**config.mk**
```make
export PLATFORM = sky130hd
export DESIGN_NAME = sram_phase_scheduler
export DESIGN_NICKNAME = d
export VERILOG_FILES = /design/src/rtl/sram_phase_scheduler.sv
export SDC_FILE = /design/constraint.sdc
export NUM_CORES = 1
export LEC_CHECK = 0
export CAP_MARGIN = 20
export CELL_PAD_IN_SITES_DETAIL_PLACEMENT = 0
export CELL_PAD_IN_SITES_GLOBAL_PLACEMENT = 1
export CORE_ASPECT_RATIO = 1.5
export CORE_MARGIN = 1
export CORE_UTILIZATION = 27
export CTS_CLUSTER_DIAMETER = 60
export DETAILED_ROUTE_END_ITERATION = 6
export PLACE_DENSITY_LB_ADDON = 0.1
export SYNTH_ARGS = -nofsm -noshare
export SYNTH_HDL_FRONTEND = slang
export SYNTH_SLANG_ARGS = --single-unit
```
**constraint.sdc**
```tcl
create_clock -name Clock -period 3.1 [get_ports Clock]
set_input_delay 0.93 -clock Clock [delete_from_list [all_inputs] [get_ports Clock]]
set_output_delay 0.93 -clock Clock [all_outputs]
set_load 0.05 [all_outputs]
```
**src/rtl/sram_phase_scheduler.sv**
```systemverilog
// Top-level decode sequencer: UART load -> M2 (IDCT) -> M1 (CSC) -> VGA display,
// with one-cycle turnaround gaps and a single shared SRAM port muxed to the owner.
module sram_phase_scheduler #(
  parameter logic [23:0] TIMEOUT = 24'd16_000_000
) (
  input  logic        Clock,
  input  logic        Resetn,
  input  logic        Start,
  output logic        UART_Enable,
  output logic        M2_Enable,
  output logic        M1_Enable,
  output logic        VGA_Enable,
  input  logic        UART_Stop,
  input  logic        M2_Stop,
  input  logic        M1_Stop,
  input  logic [17:0] UART_SRAM_address,
  input  logic [17:0] M2_SRAM_address,
  input  logic [17:0] M1_SRAM_address,
  input  logic [17:0] VGA_SRAM_address,
  input  logic [15:0] UART_SRAM_write_data,
  input  logic [15:0] M2_SRAM_write_data,
  input  logic [15:0] M1_SRAM_write_data,
  input  logic        UART_SRAM_we_n,
  input  logic        M2_SRAM_we_n,
  input  logic        M1_SRAM_we_n,
  output logic [17:0] SRAM_address,
  output logic [15:0] SRAM_write_data,
  output logic        SRAM_we_n,
  output logic [2:0]  Phase,
  output logic        Busy,
  output logic        Error,
  output logic [23:0] Last_cycles
);

  // state     | meaning
  // S_IDLE    | waiting for Start, SRAM idle
  // S_UART    | image load owns SRAM
  // S_GAP1    | turnaround UART -> M2
  // S_M2      | IDCT owns SRAM
  // S_GAP2    | turnaround M2 -> M1
  // S_M1      | colourspace conversion owns SRAM
  // S_GAP3    | turnaround M1 -> display
  // S_DISPLAY | VGA reads SRAM, Start restarts
  // S_ERROR   | a stage exceeded TIMEOUT, Start restarts
  typedef enum logic [3:0] {
    S_IDLE, S_UART, S_GAP1, S_M2, S_GAP2, S_M1, S_GAP3, S_DISPLAY, S_ERROR
  } state_t;

  localparam logic [23:0] TERM_CNT = TIMEOUT - 24'd1;

  state_t      state_q, state_d;
  state_t      stop_next;
  logic [23:0] phase_cnt_q, phase_cnt_d;
  logic [23:0] last_cycles_q, last_cycles_d;
  logic        active, stop, entering_active;

  always_ff @(posedge Clock) begin
    if (!Resetn) begin
      state_q       <= S_IDLE;
      phase_cnt_q   <= '0;
      last_cycles_q <= '0;
    end else begin
      state_q       <= state_d;
      phase_cnt_q   <= phase_cnt_d;
      last_cycles_q <= last_cycles_d;
    end
  end

  always_comb begin
    state_d       = state_q;
    phase_cnt_d   = phase_cnt_q;
    last_cycles_d = last_cycles_q;
    active        = 1'b0;
    stop          = 1'b0;
    stop_next     = S_IDLE;

    unique case (state_q)
      S_IDLE, S_DISPLAY, S_ERROR: if (Start) state_d = S_UART;
      S_UART: begin active = 1'b1; stop = UART_Stop; stop_next = S_GAP1; end
      S_M2:   begin active = 1'b1; stop = M2_Stop;   stop_next = S_GAP2; end
      S_M1:   begin active = 1'b1; stop = M1_Stop;   stop_next = S_GAP3; end
      S_GAP1: state_d = S_M2;
      S_GAP2: state_d = S_M1;
      S_GAP3: state_d = S_DISPLAY;
      default: state_d = S_IDLE;
    endcase

    // A Stop seen on the first cycle of a stage is a leftover and is ignored;
    // an honoured Stop takes priority over the timeout.
    if (active) begin
      if (stop && (phase_cnt_q != 24'd0)) begin
        state_d       = stop_next;
        last_cycles_d = phase_cnt_q + 24'd1;
      end else if (phase_cnt_q == TERM_CNT) begin
        state_d = S_ERROR;
      end
    end

    entering_active = (state_d != state_q) &&
                      ((state_d == S_UART) || (state_d == S_M2) || (state_d == S_M1));
    if (entering_active)
      phase_cnt_d = '0;
    else if (active && !(&phase_cnt_q))
      phase_cnt_d = phase_cnt_q + 24'd1;
  end

  always_comb begin
    UART_Enable     = (state_q == S_UART);
    M2_Enable       = (state_q == S_M2);
    M1_Enable       = (state_q == S_M1);
    VGA_Enable      = (state_q == S_DISPLAY);
    Error           = (state_q == S_ERROR);
    Busy            = 1'b0;
    Phase           = 3'd0;
    SRAM_address    = '0;
    SRAM_write_data = '0;
    SRAM_we_n       = 1'b1;

    unique case (state_q)
      S_UART: begin
        Phase = 3'd1; Busy = 1'b1;
        SRAM_address    = UART_SRAM_address;
        SRAM_write_data = UART_SRAM_write_data;
        SRAM_we_n       = UART_SRAM_we_n;
      end
      S_M2: begin
        Phase = 3'd2; Busy = 1'b1;
        SRAM_address    = M2_SRAM_address;
        SRAM_write_data = M2_SRAM_write_data;
        SRAM_we_n       = M2_SRAM_we_n;
      end
      S_M1: begin
        Phase = 3'd3; Busy = 1'b1;
        SRAM_address    = M1_SRAM_address;
        SRAM_write_data = M1_SRAM_write_data;
        SRAM_we_n       = M1_SRAM_we_n;
      end
      S_GAP1, S_GAP2, S_GAP3: begin
        Phase = 3'd5; Busy = 1'b1;
      end
      S_DISPLAY: begin
        Phase        = 3'd4;
        SRAM_address = VGA_SRAM_address;
      end
      S_ERROR: Phase = 3'd7;
      default: Phase = 3'd0;
    endcase
  end

  assign Last_cycles = last_cycles_q;

endmodule

```
==> impl_metrics.env <==
export IMPL_place_congestion=0.8101
export IMPL_ant_nets=0
export IMPL_layout_min_cycle_time_ps=2981
export IMPL_synth_xor_area_share=0.09214
export IMPL_end_kind="output port"
export IMPL_synth_top_family_by_area="compound AO/OA/AOI/OAI gates"
export IMPL_cts_tree="done"
export IMPL_power_density_nw_per_um2=318.4
export IMPL_fin_crit_sh=0.9617
export IMPL_relSlewSlack=0.5054
export IMPL_nets=722
export IMPL_cts_root_buf="clkbuf_16"
export IMPL_synth_cell_types=52
export IMPL_grt_pass1_vias=3839
export IMPL_grt_usage=0.2104
export IMPL_max_cap_violations=0
export IMPL_synthAdderAreaFrac=0.007313
export IMPL_syn_avg_cell_area_sq_um=8.187
export IMPL_coreArea_sq_um=12450
export IMPL_start_kind="flip-flop"
export IMPL_port_buffer_count=196
export IMPL_synth_compound_area_frac=0.2973
export IMPL_dr_first_iter_drc_count=197
export IMPL_crit_end="SRAM_address[0]"
export IMPL_cts_made_buffers=5
export IMPL_post_route_drc_count=0
export IMPL_setup_tns_final_ps=0
export IMPL_dp_hpwl_um=11020
export IMPL_synth_simple_area_share=0.2062
export IMPL_maxSlewViolCount=0
export IMPL_hold_depth=1
export IMPL_clk_latency_ps=300
export IMPL_die_area_sq_um=13140
export IMPL_grt_max_degree=50
export IMPL_synth_edf_count=0
export IMPL_hp_class="reg2reg"
export IMPL_p_clk_frac=0.343
export IMPL_io_pins=197
export IMPL_wire_per_inst_um=19.00
export IMPL_power_total_mw=1.963
export IMPL_yosys_warnings=0
export IMPL_rows=50
export IMPL_cts_path_max_buffers=2
export IMPL_synth_largest_area_cell="dfxtp_1"
export IMPL_p_leak_nw=2.333
export IMPL_htreeDepth=2
export IMPL_cts_sinks=52
export IMPL_crit_arrival_ps=2050
export IMPL_synth_main_ff_cell="dfxtp_1"
export IMPL_seq_area_frac_synth=0.3042
export IMPL_crit_path_max_fanout=39
export IMPL_mappedNetlistArea_sq_um=3422
export IMPL_fp_dieW_um=93.92
export IMPL_ff2ff_path_depth=6
export IMPL_viasPerCell=5.237
export IMPL_ys_seq_elements=52
export IMPL_antenna_found_initial=5
export IMPL_grt_setup_unrepaired="false"
export IMPL_synthCells=418
export IMPL_critPathKind="reg2out"
export IMPL_grt_overflow=0
export IMPL_crit_path_start="state_q[0]"
export IMPL_synthToLayoutAreaGrowth_pct=80.11
export IMPL_die_height_um=139.9
export IMPL_grt_pass1_wl_um=21470
export IMPL_synth_top_area_frac=0.3042
export IMPL_status="finished, final reports clean"
export IMPL_required_ps=2170
export IMPL_synthTopCellsByArea="dfxtp_1 (30%), a221o_1 (5.3%), a222oi_1 (5.0%), xnor2_1 (4.9%), a22o_1 (4.6%)"
export IMPL_dr_total_vias=3933
export IMPL_syn_num_nets=549
export IMPL_synthArstFlopShare=0
export IMPL_internal_power_mw=1.426
export IMPL_fmax_ghz=0.3354
export IMPL_hold_viol_final=0
export IMPL_cts_hold_buf=0
export IMPL_p_comb_frac=0.307
export IMPL_drt_total_wl_um=14270
export IMPL_final_layout_size_suffix_gt1_frac=0.1385
export IMPL_start_util=0.2749
export IMPL_path_clk_slew_ps=70
export IMPL_ir_drop_v=0.0003032
export IMPL_worst_clock_skew_ps=6.265
export IMPL_firstDrtPassIters=5
export IMPL_crit_reg2reg_launch="phase_cnt_q[0]"
export IMPL_reg2reg_slack_ps=480
export IMPL_power_frac_seq=0.350
export IMPL_worst_slew_pin_slew_ps=735.1
export IMPL_muxShareOfSynthArea=0.008775
export IMPL_swShare=0.2733
export IMPL_worst_r2r_endpoint="phase_cnt_q[13]"
export IMPL_p_switching_uw=536.3
export IMPL_setup_violations=0
worst min path at each step:
stage                    startpoint         endpoint  slack, ps
floorplan            phase_cnt_q[1]   phase_cnt_q[1]        490
global placement     Last_cycles[8]   Last_cycles[8]        480
detailed placement  Last_cycles[10]  Last_cycles[10]        490
CTS                 Last_cycles[10]  Last_cycles[10]        500
global route        Last_cycles[10]  Last_cycles[10]        520
finish              Last_cycles[10]  Last_cycles[10]        500
placed cells by master (no fill, tap or decap), types with 5 or more instances in the layout:
cell type / synthesis / final
a211oi_1: 7 / 7
a21oi_1: 26 / 25
a221o_1: 18 / 18
a222oi_1: 17 / 17
a22o_1: 18 / 18
buf_12: 0 / 42
buf_4: 2 / 16
clkbuf_16: 0 / 5
clkdlybuf4s50_1: 0 / 152
dfxtp_1: 52 / 52
inv_1: 20 / 20
nand2_1: 23 / 23
nand3_1: 15 / 15
nand4_1: 9 / 9
nor2_1: 25 / 25
nor2b_1: 5 / 5
nor3_1: 5 / 5
nor4_1: 9 / 9
o211a_1: 10 / 10
o21ai_0: 23 / 23
or3_1: 8 / 8
or4_1: 6 / 6
xnor2_1: 19 / 19
xor2_1: 17 / 17
layer usage:
metal	vias to the layer above	global-route usage	wire, um
met1	1857	0.2364	5604
met3	13	0.06011	1199
met2	126	0.3765	7241
met4	2	0.06316	204
li1	1935	-	-
met5	-	0	17
area by class of cell:
| class | count | area [sq um] |
|---|---|---|
| clock buffer | 7 | 152.6 |
| antenna | 3 | 7.507 |
| tap | 156 | 195.2 |
| sequential | 52 | 1041 |
| fill | 1186 | 6286 |
| clock inverter | 1 | 30.03 |
| multi-input combinational | 301 | 2152 |
| timing repair buffer | 211 | 2510 |
| inverter | 20 | 75.07 |
cell families after synthesis:
logic type,count (synthesis)
AO/OA/AOI/OAI,133
XOR/XNOR,36
adder cells (fa/ha/maj),2
buffers and inverters,65
flip-flops,52
multiplexers,3
AND/OR/NAND/NOR,127
power by group through the flow:
stage | Sequential, mW | Combinational, mW | Clock, mW
after CTS | 0.686 | 0.605 | 0.692
after floorplan | 0.720 | 0.222 | 0
final | 0.687 | 0.602 | 0.674
after detailed placement | 0.702 | 0.603 | 0
after global routing | 0.688 | 0.631 | 0.720
after global placement | 0.701 | 0.597 | 0
registers in the layout, summed over array words and instances, names as in the netlist:
register	flops
Last_cycles	24
phase_cnt_q	24
state_q	4
Yosys cell counts (10+ instances only):
| library cell | number |
|---|---|
| a21oi_1 | 26 |
| a221o_1 | 18 |
| a222oi_1 | 17 |
| a22o_1 | 18 |
| buf_2 | 10 |
| clkbuf_1 | 26 |
| dfxtp_1 | 52 |
| inv_1 | 20 |
| nand2_1 | 23 |
| nand3_1 | 15 |
| nor2_1 | 25 |
| o211a_1 | 10 |
| o21ai_0 | 23 |
| xnor2_1 | 19 |
| xor2_1 | 17 |
what timing repair did:
item	4_1_cts	5_1_grt
endpoints found under the setup margin	18	0
buffers inserted	0	0
resized for setup	1	0
worst max-delay path, cell delays in order, from the launching register on:
cell and delay (ps):
dfxtp_1 580, nor4bb_4 420, buf_12 260, a22o_1 180
a221o_1 160, buf_12 150
stage by stage:
step	setup WS, ps	std cells	utilization	area, sq um	hold WS, ps
3_5_place_dp	133.8	739	0.4775	5944	485.5
6_report	118.8	751	0.4951	6163	497.0
3_3_place_gp	167.3	739	0.4775	5944	484.2
5_1_grt	6.231	749	0.4947	6158	515.5
4_1_cts	118.1	747	0.4923	6128	502.2
2_1_floorplan	14.40	418	-	3426	487.0
No activity file was read; power rests on OpenSTA's default activity.
